`src/rtl/mem_stage_hs.sv`:
```
// mem_stage_hs: pipeline Memory stage with a req/ack data-memory handshake.
// It stalls upstream while an access is outstanding, builds byte enables and
// lane-replicated store data, and extends load data into the MEM/WB register.
// Optional feature macro: MEM_MISALIGN_CHECK_EN. When it is defined, a
// misaligned halfword/word/double access is trapped into WB with misalign_w=1.
//
// state  | meaning
// IDLE   | no access outstanding; a new access requests in its first cycle
// WAIT   | request issued and not yet acknowledged; M inputs are held upstream
module mem_stage_hs #(
    parameter int D_WIDTH = 32,
    parameter int A_WIDTH = 5
) (
    input  logic                 clk,
    input  logic                 rst_n,
    input  logic                 valid_m,
    input  logic                 reg_write_m,
    input  logic                 mem_write_m,
    input  logic                 mem_read_m,
    input  logic [1:0]           result_src_m,
    input  logic [2:0]           funct3_m,
    input  logic [A_WIDTH-1:0]   rd_m,
    input  logic [D_WIDTH-1:0]   alu_result_m,
    input  logic [D_WIDTH-1:0]   write_data_m,
    input  logic [D_WIDTH-1:0]   pc_plus4_m,
    input  logic                 flush_m,
    output logic                 stall_m,
    output logic                 reg_write_m_fwd,
    output logic [A_WIDTH-1:0]   rd_m_fwd,
    output logic [D_WIDTH-1:0]   alu_result_m_fwd,
    output logic                 dmem_req,
    output logic                 dmem_we,
    output logic [D_WIDTH-1:0]   dmem_addr,
    output logic [D_WIDTH-1:0]   dmem_wdata,
    output logic [D_WIDTH/8-1:0] dmem_be,
    input  logic                 dmem_ack,
    input  logic [D_WIDTH-1:0]   dmem_rdata,
    output logic                 valid_w,
    output logic                 reg_write_w,
    output logic [1:0]           result_src_w,
    output logic [A_WIDTH-1:0]   rd_w,
    output logic [D_WIDTH-1:0]   alu_result_w,
    output logic [D_WIDTH-1:0]   read_data_w,
    output logic [D_WIDTH-1:0]   pc_plus4_w,
    output logic                 misalign_w
);

    localparam int NB = D_WIDTH / 8;
    localparam int LB = $clog2(NB);
    localparam logic [NB-1:0] BE_B = NB'(1);
    localparam logic [NB-1:0] BE_H = NB'(3);
    localparam logic [NB-1:0] BE_W = NB'(15);

    typedef enum logic {
        S_IDLE,
        S_WAIT
    } state_t;

    state_t state;

    logic [LB-1:0]      lane;
    logic [LB-1:0]      base;
    logic [NB-1:0]      be_calc;
    logic [D_WIDTH-1:0] wdata_calc;
    logic [D_WIDTH-1:0] shifted;
    logic [D_WIDTH-1:0] rdata_fmt;
    logic               is_mem;
    logic               misalign;
    logic               mis_m;
    logic               access;
    logic               req_on;

    assign lane   = alu_result_m[LB-1:0];
    assign is_mem = valid_m & (mem_read_m | mem_write_m);

`ifdef MEM_MISALIGN_CHECK_EN
    // Alignment is judged against the access size encoded in funct3[1:0].
    always_comb begin
        misalign = 1'b0;
        case (funct3_m[1:0])
            2'b00:   misalign = 1'b0;
            2'b01:   misalign = alu_result_m[0];
            2'b10:   misalign = |alu_result_m[1:0];
            default: misalign = |alu_result_m[2:0];
        endcase
    end
`else
    assign misalign = 1'b0;
`endif

    assign mis_m = is_mem & misalign;

    // Once waiting, the transaction runs to completion regardless of flush_m.
    assign access = (state == S_WAIT) | (is_mem & ~flush_m & ~misalign);
    assign req_on = rst_n & access;

    assign dmem_req   = req_on;
    assign dmem_we    = req_on & mem_write_m;
    assign dmem_be    = req_on ? be_calc : '0;
    assign stall_m    = req_on & ~dmem_ack;
    assign dmem_addr  = {alu_result_m[D_WIDTH-1:LB], {LB{1'b0}}};
    assign dmem_wdata = wdata_calc;

    assign reg_write_m_fwd  = reg_write_m & valid_m;
    assign rd_m_fwd         = rd_m;
    assign alu_result_m_fwd = alu_result_m;

    // Size-aligned lane base; lane bits below the access size are ignored.
    always_comb begin
        base = '0;
        case (funct3_m[1:0])
            2'b00:   base = lane;
            2'b01:   base = lane & LB'(NB - 2);
            2'b10:   base = lane & LB'(NB - 4);
            default: base = '0;
        endcase
    end

    // Byte enables and replicated store data for the access size.
    always_comb begin
        be_calc    = '0;
        wdata_calc = write_data_m;
        case (funct3_m[1:0])
            2'b00: begin
                be_calc    = BE_B << base;
                wdata_calc = {NB{write_data_m[7:0]}};
            end
            2'b01: begin
                be_calc    = BE_H << base;
                wdata_calc = {(D_WIDTH/16){write_data_m[15:0]}};
            end
            2'b10: begin
                be_calc    = BE_W << base;
                wdata_calc = {(D_WIDTH/32){write_data_m[31:0]}};
            end
            default: begin
                be_calc    = (NB == 8) ? '1 : '0;
                wdata_calc = write_data_m;
            end
        endcase
    end

    assign shifted = dmem_rdata >> {base, 3'b000};

    // Extend the selected lane of the read data according to funct3.
    always_comb begin
        rdata_fmt = '0;
        case (funct3_m)
            3'b000:  rdata_fmt = D_WIDTH'($signed(shifted[7:0]));
            3'b001:  rdata_fmt = D_WIDTH'($signed(shifted[15:0]));
            3'b010:  rdata_fmt = D_WIDTH'($signed(shifted[31:0]));
            3'b011:  rdata_fmt = (NB == 8) ? shifted : '0;
            3'b100:  rdata_fmt = D_WIDTH'(shifted[7:0]);
            3'b101:  rdata_fmt = D_WIDTH'(shifted[15:0]);
            3'b110:  rdata_fmt = (NB == 8) ? D_WIDTH'(shifted[31:0]) : '0;
            default: rdata_fmt = '0;
        endcase
    end

    // Handshake FSM: leave IDLE only when an access is not acked at once.
    always_ff @(posedge clk) begin
        if (!rst_n) begin
            state <= S_IDLE;
        end else begin
            case (state)
                S_IDLE:  if (access && !dmem_ack) state <= S_WAIT;
                S_WAIT:  if (dmem_ack) state <= S_IDLE;
                default: state <= S_IDLE;
            endcase
        end
    end

    // MEM/WB register: bubble on stall or on a flush in IDLE, else capture.
    always_ff @(posedge clk) begin
        if (!rst_n) begin
            valid_w      <= 1'b0;
            reg_write_w  <= 1'b0;
            result_src_w <= '0;
            rd_w         <= '0;
            alu_result_w <= '0;
            read_data_w  <= '0;
            pc_plus4_w   <= '0;
            misalign_w   <= 1'b0;
        end else if (stall_m || (state == S_IDLE && flush_m)) begin
            valid_w     <= 1'b0;
            reg_write_w <= 1'b0;
        end else begin
            valid_w      <= valid_m;
            reg_write_w  <= valid_m & reg_write_m & ~mis_m;
            result_src_w <= result_src_m;
            rd_w         <= rd_m;
            alu_result_w <= alu_result_m;
            read_data_w  <= rdata_fmt;
            pc_plus4_w   <= pc_plus4_m;
            misalign_w   <= mis_m;
        end
    end

endmodule

```
`config.mk`:
```
export PLATFORM = sky130hd
export DESIGN_NAME = mem_stage_hs
export DESIGN_NICKNAME = d
export VERILOG_FILES = /design/src/rtl/mem_stage_hs.sv
export SDC_FILE = /design/constraint.sdc
export NUM_CORES = 1
export LEC_CHECK = 0
export CORE_AREA = 2 2 141 143
export CTS_CLUSTER_SIZE = 30
export DETAILED_ROUTE_END_ITERATION = 7
export DIE_AREA = 0 0 143 145
export PLACE_DENSITY = 0.66
export SLEW_MARGIN = 20
export SYNTH_ARGS = -nofsm -noshare
export SYNTH_HDL_FRONTEND = slang
export SYNTH_SLANG_ARGS = --single-unit
export TNS_END_PERCENT = 50
```
`constraint.sdc`:
```
create_clock -name clk -period 4.66 [get_ports clk]
set_input_delay 0.932 -clock clk [delete_from_list [all_inputs] [get_ports clk]]
set_output_delay 0.932 -clock clk [all_outputs]
set_load 0.005 [all_outputs]
```
# Yosys cells after proc, flatten, opt, wreduce, memory -nomap -nowiden
# Cells that the tools add are included.
# totals
register_bits	106
input_bits	146
output_inout_bits	215
elab_cells	45
# op_classes
n_eq_ne	6
shifts	4
n_mux	8
n_bitwise	12
reduce_logical	7
# ops
operator	count
one-hot mux 32 bit (5 select lines)	1
one-hot mux 32 bit (2 select lines)	1
>> shifter 32 x 5 -> 32 bit	1
one-hot mux 4 bit (3 select lines)	1
bitwise AND 1 bit	6
== test 3 bit, second input constant	2
two-way mux 4 bit	1
inverter 1 bit	4
one-hot mux 2 bit (2 select lines)	1
left shift 1 x 2 -> 4 bit, first input constant	1
left shift 2 x 2 -> 4 bit, first input constant	1
left shift 4 x 2 -> 4 bit, first input constant	1
== test 3 x 1 -> 1 bit, second input constant	1
== test 3 x 2 -> 1 bit, second input constant	1
zero test 3 bit	1
== test 2 x 1 -> 1 bit, second input constant	1
== test 2 bit, second input constant	1
logical AND 1 bit	2
zero test 2 bit	1
two-way mux 1 bit	2
OR 1 bit	2
one-hot mux 1 bit (2 select lines)	1
OR reduction 2 bit	1
zero test 1 bit	1
logical OR 1 bit	1

# Depth between registers and ports, before layout
# logic_depth
word_depth	8
mapped_depth	10
depth_no_buf	7

# Worst setup path after synthesis
# OpenSTA, ideal clock, no wires.
# synth_path
kind	in2out
from	in funct3_m[0]
to	out dmem_wdata[22]
arrival_time_ns	2.314
setup_slack_ns	1.414
stages	8
n_path_buf	4
cell_sequence	inv_1 -> ha_1 -> buf_4 -> buf_6 -> nor2_1 -> buf_2 -> buf_2 -> mux2_2
# synth_via
elab_chain_cells	2
# synth_lines
item	line_no	rtl
from (decl)	21	input logic [2:0] funct3_m,
== test 2 x 1 -> 1 bit / zero test 2 bit (equally long branches)	123	case (funct3_m[1:0])
one-hot mux 32 bit (2 select lines) (*)	123	
to (decl)	34	output logic [D_WIDTH-1:0] dmem_wdata,
# Every way passes the cells marked *; elsewhere a longest branch is shown, timed or not.

# Worst setup path after layout
# layout_path
from	in funct3_m[0]
to	out dmem_be[2]
# layout_via
elab_chain_cells	5
# layout_lines
item	line_no	rtl
== test 2 x 1 -> 1 bit / zero test 2 bit (equally long branches)	111, 123	
one-hot mux 2 bit (2 select lines)	111	case (funct3_m[1:0])
left shift 4 x 2 -> 4 bit, or another cell as far along	133	be_calc = BE_W << base;
one-hot mux 4 bit (3 select lines) (*)	123	
two-way mux 4 bit (*)	99	assign dmem_be = req_on ? be_calc : '0;
to (decl)	35	output logic [D_WIDTH/8-1:0] dmem_be,
# Marked as above.

==> results.yml <==
layout:
  drive_gt1_share_pct: 5.12
  post_layout_nonfiller_instances: 1203
  multi_input_comb_area_sq_mm: 0.00257
  mostFrequentLayoutCells: "clkdlybuf4s50_1 (356), nand2_1 (217), dfxtp_1 (106), a21boi_0 (71), o21ai_0 (14)"
  final_common_cell: "clkdlybuf4s50_1"
  seqCellArea_sq_mm: 0.00212
  fin_util_pct: 46.9
  antenna_cells: 0
  area_growth_pct: 64.1
  fin_nets: 1083
  fillerInstances: 1883
  final_area_sq_mm: 0.00901
route:
  drtAntennaViolNets: 0
  wl_per_cell_microns: 15.3
  drc_errors: 0
  finalWirelength_microns: 18400
  first_pass_iters: 4
  drtIter0Drc: 219
  vias: 5438
  via_per_inst: 4.52
synth:
  async_flop_share_pct: 0
  ys_seq_area_share_pct: 38.7
  syn_inst: 674
  ys.flop_type: "dfxtp_1"
  mappedNetlistArea_sq_mm: 0.00549
  synth_warnings: 0
  synth.avg_cell_area_sq_um: 8.14
  ys_types: 43
  synth_edf_count: 0
  ys_ff_latch: 106
outcome:
  status: "complete, no violations"
die:
  start_util_pct: 28.6
  dieArea_sq_mm: 0.0207
  chipWidth_microns: 143
  row_count: 51
  ios: 361
  core_region_area_sq_mm: 0.0192
  die_h_microns: 145
timing:
  fmax_mhz: 238
  hold_slack_ps: 444
  relSlewSlack_pct: 47.3
  period_needed_ps: 4190
  period_share_pct: 90.0
  skew_ps: 9.05
  tightest_slew_ps: 791
  drv_slew: 0
  fin_ws_ps: 466
  setup_viol: 0
  fin_setup_tns_ps: 0
  hold_viol: 0
  rsz0062_at_grt: "no"
critical_path:
  critical_path_class: "input pin to primary output"
  crit_family: "buffers and inverters"
  crit_cells: 10
  cp_slowest_cell: "clkdlybuf4s50_1"
  cp_cell_sequence: "clkdlybuf4s50_1 -> inv_1 -> ha_1 -> buf_4 -> nor2_1 -> nor2b_1 -> buf_4 -> o21ai_0 -> a211oi_1 -> clkdlybuf4s50_1"
  reg2reg_depth: 5
  cp_data_required_time_ps: 3730
  cpPeakStageDelay_ps: 550
  end_kind: "primary output"
  crit_buf_inv: 5
  worstPathArrival_ps: 3260
  cp_max_fo: 10
  start_kind: "input pin"
hold_path:
  hold_depth: 2
  hold_path.class: "flop to flop"
clocking:
  cts_hold_buf: 0
  cts_buffers: 9
  htree_levels: 3
  cts_tree: "yes"
  cts_sinks: 106
  path_clk_slew_ps: 80
  clkLatencyLatePin_ps: 360
  clk_path_buf_depth: 2
  postCtsSetupRepairBufs: 0
  cts-resized-gates: 0
  cts_root_buffer: "clkbuf_16"
place:
  postPlaceCellArea_sq_mm: 0.00870
  place_congestion: 0.893
  dp_worst_setup_slack_ps: 518
  dp.cells: 1187
  hpwl_microns: 13900
  portBuffers: 357
global_route:
  grt_pass1_wl_microns: 27900
  grt_pass1_vias: 5188
  antenna_found_initial: 0
  grt-ovfl-total: 0
  grt.total_usage_pct: 17.0
  grt_max_degree: 78
power_and_ir_drop:
  peakVddDrop_v: 0.000171
  finalPower_mw: 2.35
  power.density_mw_per_mm2: 261
  leakagePower_nw: 3.44
run:
  max_cap_violations: 0
## where the power goes
part / switching, mW / internal, mW
combinational: 0.238 / 0.362
clock: 0.389 / 0.383
sequential: 0.0238 / 0.956
## sequential cells by signal (all words and copies together), names as in the netlist
name / count
alu_result_w: 32
pc_plus4_w: 32
read_data_w: 32
rd_w: 5
result_src_w: 2
reg_write_w: 1
state: 1
valid_w: 1
## worst paths after layout
check / start / to / slack, ps
setup / recovery: funct3_m[0] / dmem_be[2] / 470
hold / removal: read_data_w[17]$_SDFFE_PN0N_ / read_data_w[17]$_SDFFE_PN0N_ / 440
setup reg to reg: state$_SDFF_PN0_ / read_data_w[23]$_SDFFE_PN0N_ / 2590
hold reg to reg: read_data_w[17]$_SDFFE_PN0N_ / read_data_w[17]$_SDFFE_PN0N_ / 440
## tightest hold or removal path, cell delays in order, from the launching register on
cell and delay, ps:
dfxtp_1 320, nand2_1 50, nand2_1 40
## logic make-up (layout without fill, tap and decap cells)
group	after synthesis	count (layout)	share of synthesized area [%]
flops	106	106	38.7
buf+inv	127	389	15.0
simple gates	254	254	18.4
fa+ha+maj	4	4	0.912
mux	22	22	4.65
other cells	1	3	0.0683
compound gates	160	160	22.3
## cell type report
type	count	share of cell area [%]
flip-flops and latches	106	23.6
clock buffers	9	2.50
repair buffers	370	40.7
multi-input cells	443	28.5
well taps	265	3.68
clock inverters	7	0.889
inverters	3	0.125
## cells in the mapped netlist, types with 5 or more instances
cell | n | area [sq um]
buf_4 | 79 | 593
nand2_1 | 217 | 815
a32o_1 | 5 | 50.1
o21ai_0 | 14 | 70.1
dfxtp_1 | 106 | 2120
nand3_1 | 6 | 30.0
a221o_1 | 9 | 90.1
o21ai_1 | 12 | 60.1
clkbuf_1 | 21 | 78.8
a21oi_1 | 13 | 65.1
a21boi_0 | 71 | 533
mux2_2 | 8 | 90.1
mux2i_1 | 12 | 120
a22o_1 | 12 | 105
a22oi_1 | 8 | 60.1
nor2_1 | 13 | 48.8
buf_2 | 21 | 105
## metal layers
| layer | wire [microns] | global-route usage, % | vias to the layer above |
|---|---|---|---|
| met3 | 1650 | 5.18 | 26 |
| met5 | 0 | 0 | - |
| li1 | - | - | 2703 |
| met4 | 312 | 5.00 | 0 |
| met2 | 9160 | 30.7 | 243 |
| met1 | 7260 | 19.1 | 2466 |
Power figures use the tool's default switching activity.
